### src/rtl/axi4_mgr_arbiter.sv
`default_nettype none
// +----------------------------------------------------------------------------+
// | axi4_mgr_arbiter                                                           |
// | Round-robin sharing of one axi4_mgr between NUM_REQ command requesters,    |
// | with independent write and read channels.                                  |
// | Rev 1.0                                                                    |
// +----------------------------------------------------------------------------+
module axi4_mgr_arbiter #(
  parameter int NUM_REQ          = 4,
  parameter int AXI_ADDR_WIDTH   = 32,
  parameter int AXI_DATA_WIDTH   = 64,
  parameter int DATA_COUNT_WIDTH = 8
) (
  input  logic                                  clk_i,
  input  logic                                  rstn_i,
  input  logic [NUM_REQ-1:0]                    cmd_valid_i,
  output logic [NUM_REQ-1:0]                    cmd_ready_o,
  input  logic [NUM_REQ-1:0]                    cmd_we_i,
  input  logic [NUM_REQ*AXI_ADDR_WIDTH-1:0]     cmd_addr_i,
  input  logic [NUM_REQ*DATA_COUNT_WIDTH-1:0]   cmd_count_i,
  output logic [NUM_REQ-1:0]                    done_o,
  output logic [NUM_REQ*2-1:0]                  err_o,
  input  logic [NUM_REQ*AXI_DATA_WIDTH-1:0]     wr_data_i,
  output logic [NUM_REQ-1:0]                    wr_pop_o,
  output logic [AXI_DATA_WIDTH-1:0]             rd_data_o,
  output logic [NUM_REQ-1:0]                    rd_push_o,
  input  logic [NUM_REQ-1:0]                    rd_space_i,
  output logic [1:0]                            mgr_req_o,
  output logic [AXI_ADDR_WIDTH-1:0]             mgr_wr_addr_o,
  output logic [AXI_ADDR_WIDTH-1:0]             mgr_rd_addr_o,
  output logic [DATA_COUNT_WIDTH-1:0]           mgr_wr_count_o,
  output logic [DATA_COUNT_WIDTH-1:0]           mgr_rd_count_o,
  input  logic [1:0]                            mgr_rsp_i,
  input  logic [1:0]                            mgr_wr_err_i,
  input  logic [1:0]                            mgr_rd_err_i,
  input  logic                                  mgr_wr_fifo_req_i,
  output logic [AXI_DATA_WIDTH-1:0]             mgr_wr_fifo_data_o,
  output logic                                  mgr_rd_fifo_req_o,
  input  logic                                  mgr_rd_fifo_gnt_i,
  input  logic [AXI_DATA_WIDTH-1:0]             mgr_rd_fifo_data_i
);

  localparam int c_IDX_W = (NUM_REQ > 1) ? $clog2(NUM_REQ) : 1;
  localparam int c_ERR_W = 2 * NUM_REQ;

  typedef enum logic [1:0] {
    S_IDLE  = 2'd0,
    S_ISSUE = 2'd1,
    S_BUSY  = 2'd2,
    S_DONE  = 2'd3
  } state_t;

  // Channel 0 serves write commands, channel 1 serves read commands.
  logic [1:0][NUM_REQ-1:0] w_cand;
  assign w_cand[0] = cmd_valid_i & cmd_we_i;
  assign w_cand[1] = cmd_valid_i & ~cmd_we_i;

  for (genvar ch = 0; ch < 2; ch++) begin : g_chan
    state_t                        r_state;
    logic [c_IDX_W-1:0]            r_ptr;
    logic [c_IDX_W-1:0]            r_owner;
    logic [AXI_ADDR_WIDTH-1:0]     r_addr;
    logic [DATA_COUNT_WIDTH-1:0]   r_count;
    logic [1:0]                    r_err;
    logic [c_IDX_W-1:0]            w_sel;
    logic [c_IDX_W-1:0]            w_idx;
    logic                          w_found;
    logic                          w_active;
    logic [NUM_REQ-1:0]            w_ready;
    logic [NUM_REQ-1:0]            w_onehot;
    logic [NUM_REQ-1:0]            w_done_vec;
    logic [c_ERR_W-1:0]            w_err_vec;

    // First candidate at or after the pointer, wrapping around.
    always_comb begin
      w_found = 1'b0;
      w_sel   = '0;
      w_idx   = '0;
      for (int k = 0; k < NUM_REQ; k++) begin
        w_idx = c_IDX_W'((int'(r_ptr) + k) % NUM_REQ);
        if (!w_found && w_cand[ch][w_idx]) begin
          w_found = 1'b1;
          w_sel   = w_idx;
        end
      end
    end

    assign w_ready    = (rstn_i && r_state == S_IDLE && w_found) ? (NUM_REQ'(1) << w_sel) : '0;
    assign w_active   = (r_state == S_ISSUE) || (r_state == S_BUSY);
    assign w_onehot   = NUM_REQ'(1) << r_owner;
    assign w_done_vec = (r_state == S_DONE) ? w_onehot : '0;
    assign w_err_vec  = (r_state == S_DONE) ? (c_ERR_W'(r_err) << (2 * int'(r_owner))) : '0;

    always_ff @(posedge clk_i or negedge rstn_i) begin
      if (!rstn_i) begin
        r_state <= S_IDLE;
        r_ptr   <= '0;
        r_owner <= '0;
        r_addr  <= '0;
        r_count <= '0;
        r_err   <= 2'b00;
      end else begin
        case (r_state)
          S_IDLE: begin
            if (w_found) begin
              r_owner <= w_sel;
              r_addr  <= cmd_addr_i[int'(w_sel)*AXI_ADDR_WIDTH +: AXI_ADDR_WIDTH];
              r_count <= cmd_count_i[int'(w_sel)*DATA_COUNT_WIDTH +: DATA_COUNT_WIDTH];
              r_ptr   <= (int'(w_sel) == NUM_REQ - 1) ? '0 : w_sel + 1'b1;
              r_err   <= 2'b00;
              // Zero-beat commands complete without touching the manager.
              r_state <= (cmd_count_i[int'(w_sel)*DATA_COUNT_WIDTH +: DATA_COUNT_WIDTH] == '0)
                         ? S_DONE : S_ISSUE;
            end
          end
          S_ISSUE: r_state <= S_BUSY;
          S_BUSY: begin
            if (mgr_rsp_i[ch]) begin
              r_err   <= (ch == 0) ? mgr_wr_err_i : mgr_rd_err_i;
              r_state <= S_DONE;
            end
          end
          S_DONE:  r_state <= S_IDLE;
          default: r_state <= S_IDLE;
        endcase
      end
    end
  end

  assign cmd_ready_o    = g_chan[0].w_ready | g_chan[1].w_ready;
  assign done_o         = g_chan[0].w_done_vec | g_chan[1].w_done_vec;
  assign err_o          = g_chan[0].w_err_vec | g_chan[1].w_err_vec;
  assign mgr_req_o      = {g_chan[1].r_state == S_ISSUE, g_chan[0].r_state == S_ISSUE};
  assign mgr_wr_addr_o  = g_chan[0].r_addr;
  assign mgr_rd_addr_o  = g_chan[1].r_addr;
  assign mgr_wr_count_o = g_chan[0].r_count;
  assign mgr_rd_count_o = g_chan[1].r_count;

  // FIFO-side steering toward the owner while the channel is in flight.
  assign mgr_wr_fifo_data_o = g_chan[0].w_active
                              ? wr_data_i[int'(g_chan[0].r_owner)*AXI_DATA_WIDTH +: AXI_DATA_WIDTH]
                              : '0;
  assign wr_pop_o           = (g_chan[0].w_active && mgr_wr_fifo_req_i) ? g_chan[0].w_onehot : '0;
  assign mgr_rd_fifo_req_o  = g_chan[1].w_active && rd_space_i[g_chan[1].r_owner];
  assign rd_push_o          = (g_chan[1].w_active && mgr_rd_fifo_gnt_i) ? g_chan[1].w_onehot : '0;
  assign rd_data_o          = g_chan[1].w_active ? mgr_rd_fifo_data_i : '0;

endmodule
`default_nettype wire

### config.mk
export PLATFORM = sky130hd
export DESIGN_NAME = axi4_mgr_arbiter
export DESIGN_NICKNAME = d
export VERILOG_FILES = /design/src/rtl/axi4_mgr_arbiter.sv
export SDC_FILE = /design/constraint.sdc
export NUM_CORES = 1
export LEC_CHECK = 0
export CORE_AREA = 2 2 286 288
export CTS_BUF_LIST = sky130_fd_sc_hd__clkbuf_16
export DETAILED_ROUTE_END_ITERATION = 8
export DIE_AREA = 0 0 288 290
export DONT_BUFFER_PORTS = 1
export PLACE_DENSITY = 0.31
export REMOVE_ABC_BUFFERS = 1
export SLEW_MARGIN = 10
export SYNTH_ARGS = -nofsm -noshare
export SYNTH_HDL_FRONTEND = slang
export SYNTH_SLANG_ARGS = --single-unit
### constraint.sdc
create_clock -name clk_i -period 6.28 [get_ports clk_i]
set_input_delay 0.628 -clock clk_i [delete_from_list [all_inputs] [get_ports clk_i]]
set_output_delay 0.628 -clock clk_i [all_outputs]
set_load 0.02 [all_outputs]
==> results of run 1 <==
cells in the final DEF, fill, tap and decap left out, types with 3 or more instances in the layout:
cell       synthesis  routed
nor3_1             4       3
o21ai_0          119     119
o221ai_1           4       4
dfrtp_1           96      94
o31ai_1            3       3
ha_1              18      17
nor2_1           112     112
clkinv_2           0       3
a31o_2             3       3
a32o_1            11      11
o22ai_1            3       3
o31a_1             5       5
diode_2            0      14
inv_1             18      21
inv_2              4       3
mux4_2            65      65
and2_1           134     134
clkbuf_16          0       9
nand4_1            3       3
buf_4              8      15
nand2_1          351     350
a21o_1             3       3
a21oi_1           12      12
nand3_1          109     109
a31oi_1            5       5
nor2b_1            9       9
a22oi_1            8       8
nand2b_1           3       3
a211oi_1           4       4
synth_stat cells, types with 4 or more instances:
cell type / count / area (sq um)
a32o_1: 11 / 110
a22oi_1: 8 / 60.1
o221ai_1: 4 / 35.0
nor3_1: 4 / 20.0
nand3_1: 109 / 546
nand2_1: 351 / 1320
buf_4: 8 / 60.1
mux4_2: 65 / 1460
nor2b_1: 9 / 56.3
a211oi_1: 4 / 30.0
and2_1: 134 / 838
buf_2: 25 / 125
inv_2: 4 / 15.0
dfrtp_1: 96 / 2400
a21oi_1: 12 / 60.1
clkbuf_1: 60 / 225
nor2_1: 112 / 420
a31oi_1: 5 / 31.3
o31a_1: 5 / 43.8
ha_1: 18 / 225
buf_6: 5 / 56.3
inv_1: 18 / 67.6
o21ai_0: 119 / 596
logic make-up (layout without fill, tap and decap cells):
logic type,Yosys count,in the layout,share of synthesized area [%]
other cells,0,14,0
flops,96,96,25.7
buf+inv,123,54,5.99
fa+ha+maj,18,18,2.41
mux,67,67,15.9
simple gates,746,746,36.6
compound gates,199,199,13.4
registers in the layout (all words and copies together), names as in the netlist:
name	flops
mgr_rd_addr_o	32
mgr_wr_addr_o	32
mgr_rd_count_o	8
mgr_wr_count_o	8
g_chan.r_err	4
g_chan.r_owner	4
g_chan.r_ptr	4
g_chan.r_state	4
metal layers:
metal	GRT usage (%)	share of wire [%]
met1	15.9	34
met2	27.2	51
met3	7.89	13
met4	5.30	2.6
met5	0	0.22
worst max path at each step:
| stage | slack, ps | end | start | depth (start not counted) |
|---|---|---|---|---|
| floorplan | 200 | cmd_ready_o[0] | cmd_valid_i[0] | 7 |
| global placement | 2150 | cmd_ready_o[0] | cmd_valid_i[0] | 8 |
| detailed placement | 2100 | cmd_ready_o[0] | cmd_we_i[3] | 7 |
| CTS | 1780 | cmd_ready_o[0] | g_chan[0].r_ptr[1] | 8 |
| global route | 1700 | cmd_ready_o[0] | g_chan[0].r_ptr[1] | 8 |
| finish | 2070 | cmd_ready_o[0] | g_chan[0].r_ptr[1] | 8 |
report_power, final:
part           internal [uW]  total, uW  switching [uW]
registers                919       1640             721
logic                   1020       3550            2520
clock network            304        620             316
metrics by stage:
stage	setup slack, ps	cell area (sq um)	hold WS, ps
6_report	2070	10700	158
5_1_grt	1700	10700	174
4_1_cts	1780	10700	167
3_5_place_dp	2100	10400	336
3_3_place_gp	2150	10400	337
2_1_floorplan	197	8870	332
worst reg2reg max path: stages, from the launching register on:
cell and delay (ps):
dfrtp_1 490, and3_4 250, o21a_4 240, nor3_4 230, buf_4 350, buf_4 650, o211ai_1 250, a21oi_1 230
nor4b_2 260, a41o_1 210
layout make-up:
type                       instances  area [sq um]  share of cell area [%]
multi-input combinational       1030          6420                    60.0
sequential                        96          2410                    22.5
tap                             1060          1330                    12.4
clock buffer                       9           225                    2.10
timing repair buffer              16           140                    1.31
inverter                          22          85.1                   0.795
clock inverter                     7          57.6                   0.538
antenna                           14          35.0                   0.327
==> impl_summary.log, run 1 <==
INFO  metric outcome = finished, final reports clean
INFO  metric synth_edf_count = 0
INFO  metric worstSetupStartpointType = flop
INFO  metric type_of_the_worst_min_delay_path = in2async
INFO  metric ctsHoldBuffers = 1
INFO  metric nFillCells = ~9200
INFO  metric grt_pass1_wl = 87.6 mm
INFO  metric detail_route.wirelength = 67.5 mm
INFO  metric io_pins = roughly 740
INFO  metric async_flop_share = 100%
INFO  metric critical_path.cell_chain = and3_4, nor3_1, o22a_2, buf_4, inv_2, ha_1, a22oi_1, nor2b_1
INFO  metric cts-root-to-sink-buffers = 2
INFO  metric placementRows = 104
INFO  metric mapped_avg_cell_area = ~7.5 sq um
INFO  metric rr_endpoint = g_chan[0].r_state[1]
INFO  metric power-per-cell-area = 542 mW/mm^2
INFO  metric wire_per_inst = ~30 um
INFO  metric critical-path-max-stage-delay = 550 ps
INFO  metric clk-insertion-delay-late = 400 ps
INFO  metric postCtsSetupBuffers = 0
INFO  metric setup.worst_path.end_class = output port
INFO  metric dpl.hpwl = 54.7 mm
INFO  metric htree_num_levels = 3
INFO  metric route.detailed.drc = 0
INFO  metric layout_min_cycle_time = 4210 ps
INFO  metric core-area = between 0.08 and 0.09 sq mm
INFO  metric first_global_vias = 9166
INFO  metric route.detailed.vias_per_inst = 4.21
INFO  metric gp_congestion = 0.870
INFO  metric maximum_clock_rate = 237 MHz
INFO  metric post-place-cells = 2223
INFO  metric cell_depth_of_the_worst_flop_to_flop_path = 9
INFO  metric power.static_leakage = 0.00416 uW
INFO  metric synth.lib_cells_used.distinct = 59
INFO  metric cp.arrival = between 3000 and 4000 ps
INFO  metric setup.worst_path.class = reg2out
INFO  metric worst_path_max_delay_cell = buf_4
INFO  metric ys_seq_area_share = 25.7%
INFO  metric synth_warnings = 0
INFO  metric drt_iter0_drc = 654
INFO  metric setup.reg_to_reg.worst_slack = 3050 ps
INFO  metric clk_pin_slew_worst_setup_hold_paths = 80 ps
INFO  metric critical_path.top_delay_family = buffers and inverters
INFO  metric final_net_count = 1695
INFO  metric min_period_over_period = approximately two thirds
INFO  metric detail_route.first_pass.iterations = 5
INFO  metric die_outline_area = 0.0835 sq mm
INFO  metric overall_global_routing_usage = between 15 and 20%
INFO  metric cts_num_sinks = 96
INFO  metric netlist_instances = 1249
INFO  metric die_height = 290 um
INFO  metric critical_path.max_fanout = between 40 and 50
INFO  metric detail-route-antenna-nets = 0
INFO  metric numCtsBuffers = 9
INFO  metric area_delta_synth_final = 14.5%
INFO  metric max_slew.worst_pin.slew = 1000 ps
INFO  metric cp_num_buf_inv = 2
INFO  metric synthesis.area = slightly above 0.009 sq mm
INFO  metric crit-reg2reg-launch = g_chan[0].r_ptr[1]
INFO  metric cts_tree = built
INFO  metric p_total = 5810 uW
INFO  metric initial_core_util = roughly an eighth
INFO  metric fin_tns_setup = 0 ps
INFO  metric finish.cell_count_without_fillers = 2254
INFO  metric postSynth.topFlopCell = dfrtp_1
INFO  metric final_max_slew_viol_count = 0
INFO  metric clock_tree.root_cell = clkbuf_16
INFO  metric fraction_of_layout_cells_with_a_size_suffix_above_1 = 10.4%
INFO  metric report.final.setup_viol = 0
INFO  metric max-vdd-ir-drop = between 0.00015 and 0.0002 V
INFO  metric die_w = 288 um
INFO  metric slew_headroom = 33.4%
INFO  metric worst_clock_skew = 13.9 ps
INFO  metric antenna_found_initial = 46
INFO  metric rsz0062_at_grt = false
INFO  metric vias = about 9500
INFO  metric post-route-util = roughly an eighth
INFO  metric postSynthRegisterBits = 96
INFO  metric cts_repair_resize_count = 0
INFO  metric grt_start_max_net_pins = just under 100
INFO  metric port-buffer-count = 0
INFO  metric gr-total-overflow = 0
INFO  metric worst_ep_required_time = 5650 ps
INFO  metric final-hold-violation-count = 0
INFO  metric maxCapViolCount = 0
(Power assumes the default switching activity.)
==> inputs of run 2 (changes only) <==
==> constraint.sdc (replaced) <==
create_clock -name clk_i -period 4.07 [get_ports clk_i]
set_input_delay 0.407 -clock clk_i [delete_from_list [all_inputs] [get_ports clk_i]]
set_output_delay 0.407 -clock clk_i [all_outputs]
set_load 0.02 [all_outputs]
==> impl_summary.log, run 2 (same netlist as run 1, synthesis figures left out) <==
INFO  metric layout_min_cycle_time = 3630 ps
INFO  metric critical_path.max_fanout = 17
INFO  metric cts-root-to-sink-buffers = 2
INFO  metric post_route_standard_cell_area_excluding_fillers = approximately 0.011 sq mm
INFO  metric max-vdd-ir-drop = between 0.0002 and 0.00025 V
INFO  metric worst_ep_required_time = 3660 ps
INFO  metric internal-power = 3460 uW
INFO  metric overall_global_routing_usage = 15.6%
INFO  metric outcome = finished, final reports clean
INFO  metric worst_clock_skew = 23.8 ps
INFO  metric die_outline_area = 0.0835 sq mm
INFO  metric mostFrequentLayoutCells = 350 x nand2_1, 134 x and2_1, 119 x o21ai_0
INFO  metric vias = 9528
INFO  metric cp_num_buf_inv = 2
INFO  metric final_max_slew_viol_count = 0
INFO  metric first_global_vias = 9268
INFO  metric clock_tree.root_cell = clkbuf_16
INFO  metric net_sw_share = 61.3%
INFO  metric antenna_found_initial = 41
INFO  metric die_height = around 290 um
INFO  metric io_pins = 737
INFO  metric min_period_over_period = 89.1%
INFO  metric area_delta_synth_final = 15.5%
INFO  metric worstSetupStartpointType = flop
INFO  metric die_w = 288 um
INFO  metric max_slew.worst_pin.slew = about 1000 ps
INFO  metric fraction_of_layout_cells_with_a_size_suffix_above_1 = 11.2%
INFO  metric clk_pin_slew_worst_setup_hold_paths = around 90 ps
INFO  metric p_total = 8960 uW
INFO  metric rsz0062_at_grt = false
INFO  metric route.detailed.vias_per_inst = ~4.2
INFO  metric route.detailed.drc = 0
INFO  metric initial_core_util = 11.7%
INFO  metric finish.cell_count_without_fillers = about 2300
INFO  metric detail-route-antenna-nets = 0
INFO  metric combinational_cell_fraction_of_total_power = 60.7%
INFO  metric clk-insertion-delay-late = 400 ps
INFO  metric switching_power = 5490 uW
INFO  metric grt_start_max_net_pins = 97
INFO  metric final_common_cell = nand2_1
INFO  metric detail_route.first_pass.iterations = 5
INFO  metric placementRows = 104
INFO  metric setup.worst_path.end_class = output port
INFO  metric drt_iter0_drc = between 600 and 700
INFO  metric cts_num_sinks = 96
INFO  metric power-per-cell-area = 829 mW/mm^2
INFO  metric worst_path_max_delay_cell = dfrtp_1
INFO  metric maxCapViolCount = 0
INFO  metric type_of_the_worst_min_delay_path = in2reg
INFO  metric wire_per_inst = 29.7 um
INFO  metric cp.arrival = 3220 ps
INFO  metric grt_pass1_wl = 87.9 mm
INFO  metric ff_latch_area = around 0.0024 sq mm
INFO  metric final-hold-violation-count = 0
INFO  metric final_net_count = 1709
INFO  metric nFillCells = 9161
INFO  metric gr-total-overflow = 0
INFO  metric dpl-instance-area = 0.0105 sq mm
INFO  metric detail_route.wirelength = 67.4 mm
INFO  metric maximum_clock_rate = 276 MHz
INFO  metric slew_headroom = about a third
INFO  metric post-place-cells = 2236
INFO  metric clkPwrFrac = 9.7%
INFO  metric cts_tree = built
INFO  metric gp_congestion = roughly 0.88
INFO  metric htree_num_levels = 3
INFO  metric critical-path-max-stage-delay = roughly 520 ps
INFO  metric port-buffer-count = 0
INFO  metric report.final.setup_viol = 0
INFO  metric critical_path.cell_chain = and3_4, nor3_1, o22a_2, inv_2, ha_1, a22oi_1, nor2b_1, buf_4
INFO  metric power.static_leakage = 0.00422 uW
INFO  metric multi_input_area = 0.00642 sq mm
INFO  metric core-area = 0.0802 sq mm
INFO  metric postCtsSetupBuffers = 0
INFO  metric setup.worst_path.class = reg2out
INFO  metric numCtsBuffers = 9
INFO  metric seqPwrFrac = 29.6%
INFO  metric critical_path.top_delay_family = compound AO/OA/AOI/OAI gates
INFO  metric dpl.hpwl = ~56 mm
[run 2: power groups by stage]
| stage | logic, uW | clock network, uW | registers [uW] |
|---|---|---|---|
| 2_1_floorplan | 3850 | 0 | 2360 |
| 3_3_place_gp | 5500 | 0 | 2690 |
| 3_5_place_dp | 5540 | 0 | 2690 |
| 4_1_cts | 5570 | 949 | 2680 |
| 5_1_grt | 5980 | 968 | 2740 |
| 6_report | 5440 | 867 | 2650 |
[run 2: routing by layer]
layer	GRT usage (%)	up-vias	routed length, um
met5	0	-	161
met4	5.09	24	1690
met3	7.30	103	8240
met1	16.6	4624	23500
met2	27.1	605	33900
li1	-	4172	-
[run 2: repair_timing]
item / CTS / global route
hold buffers: 2 / 0
hold endpoints to repair: 96 / 0
resized for setup: 0 / 1
setup endpoints to repair: 0 / 1
[run 2: path summary, 6_finish.rpt]
path / cells past startpoint / start / slack [ps] / end
max: 8 / g_chan[0].r_ptr[1] / 440 / cmd_ready_o[1]
min: 1 / mgr_wr_err_i[1] / 170 / g_chan[0].r_err[1]
max reg2reg: 9 / g_chan[0].r_ptr[1] / 900 / g_chan[0].r_state[1]
min reg2reg: 1 / g_chan[0].r_state[0] / 580 / g_chan[0].r_state[0]
max in group asynchronous: 2 / rstn_i / 2940 / g_chan[0].r_owner[1]
min in group asynchronous: 2 / rstn_i / 610 / mgr_rd_addr_o[1]
[run 2: final cells by class]
class	count	area share [%]
repair buffers	30	2.41
flip-flops and latches	96	22.3
diodes	18	0.417
inverters	22	0.800
well taps	1060	12.3
multi-input cells	1030	59.5
clock buffers	9	2.09
clock inverters	5	0.185
[run 2: per-stage QoR]
stage	hold WS [ps]	setup TNS, ps	utilization (%)	setup WS, ps
after floorplan	111	-67590	-	-1670
after global placement	115	0	13.1	487
after detailed placement	115	0	13.1	419
after CTS	126	0	13.4	56.8
after global routing	142	0	13.4	185
final	173	0	13.5	444
[run 2: worst reg2reg max path, stage by stage (launching register included)]
cell     delay [ps]
dfrtp_1         520
and3_4          280
o21a_4          240
nor3_4          210
buf_4           380
buf_4           640
a21oi_1         180
a22oi_1         330
nor4b_2         100
a41o_1          200
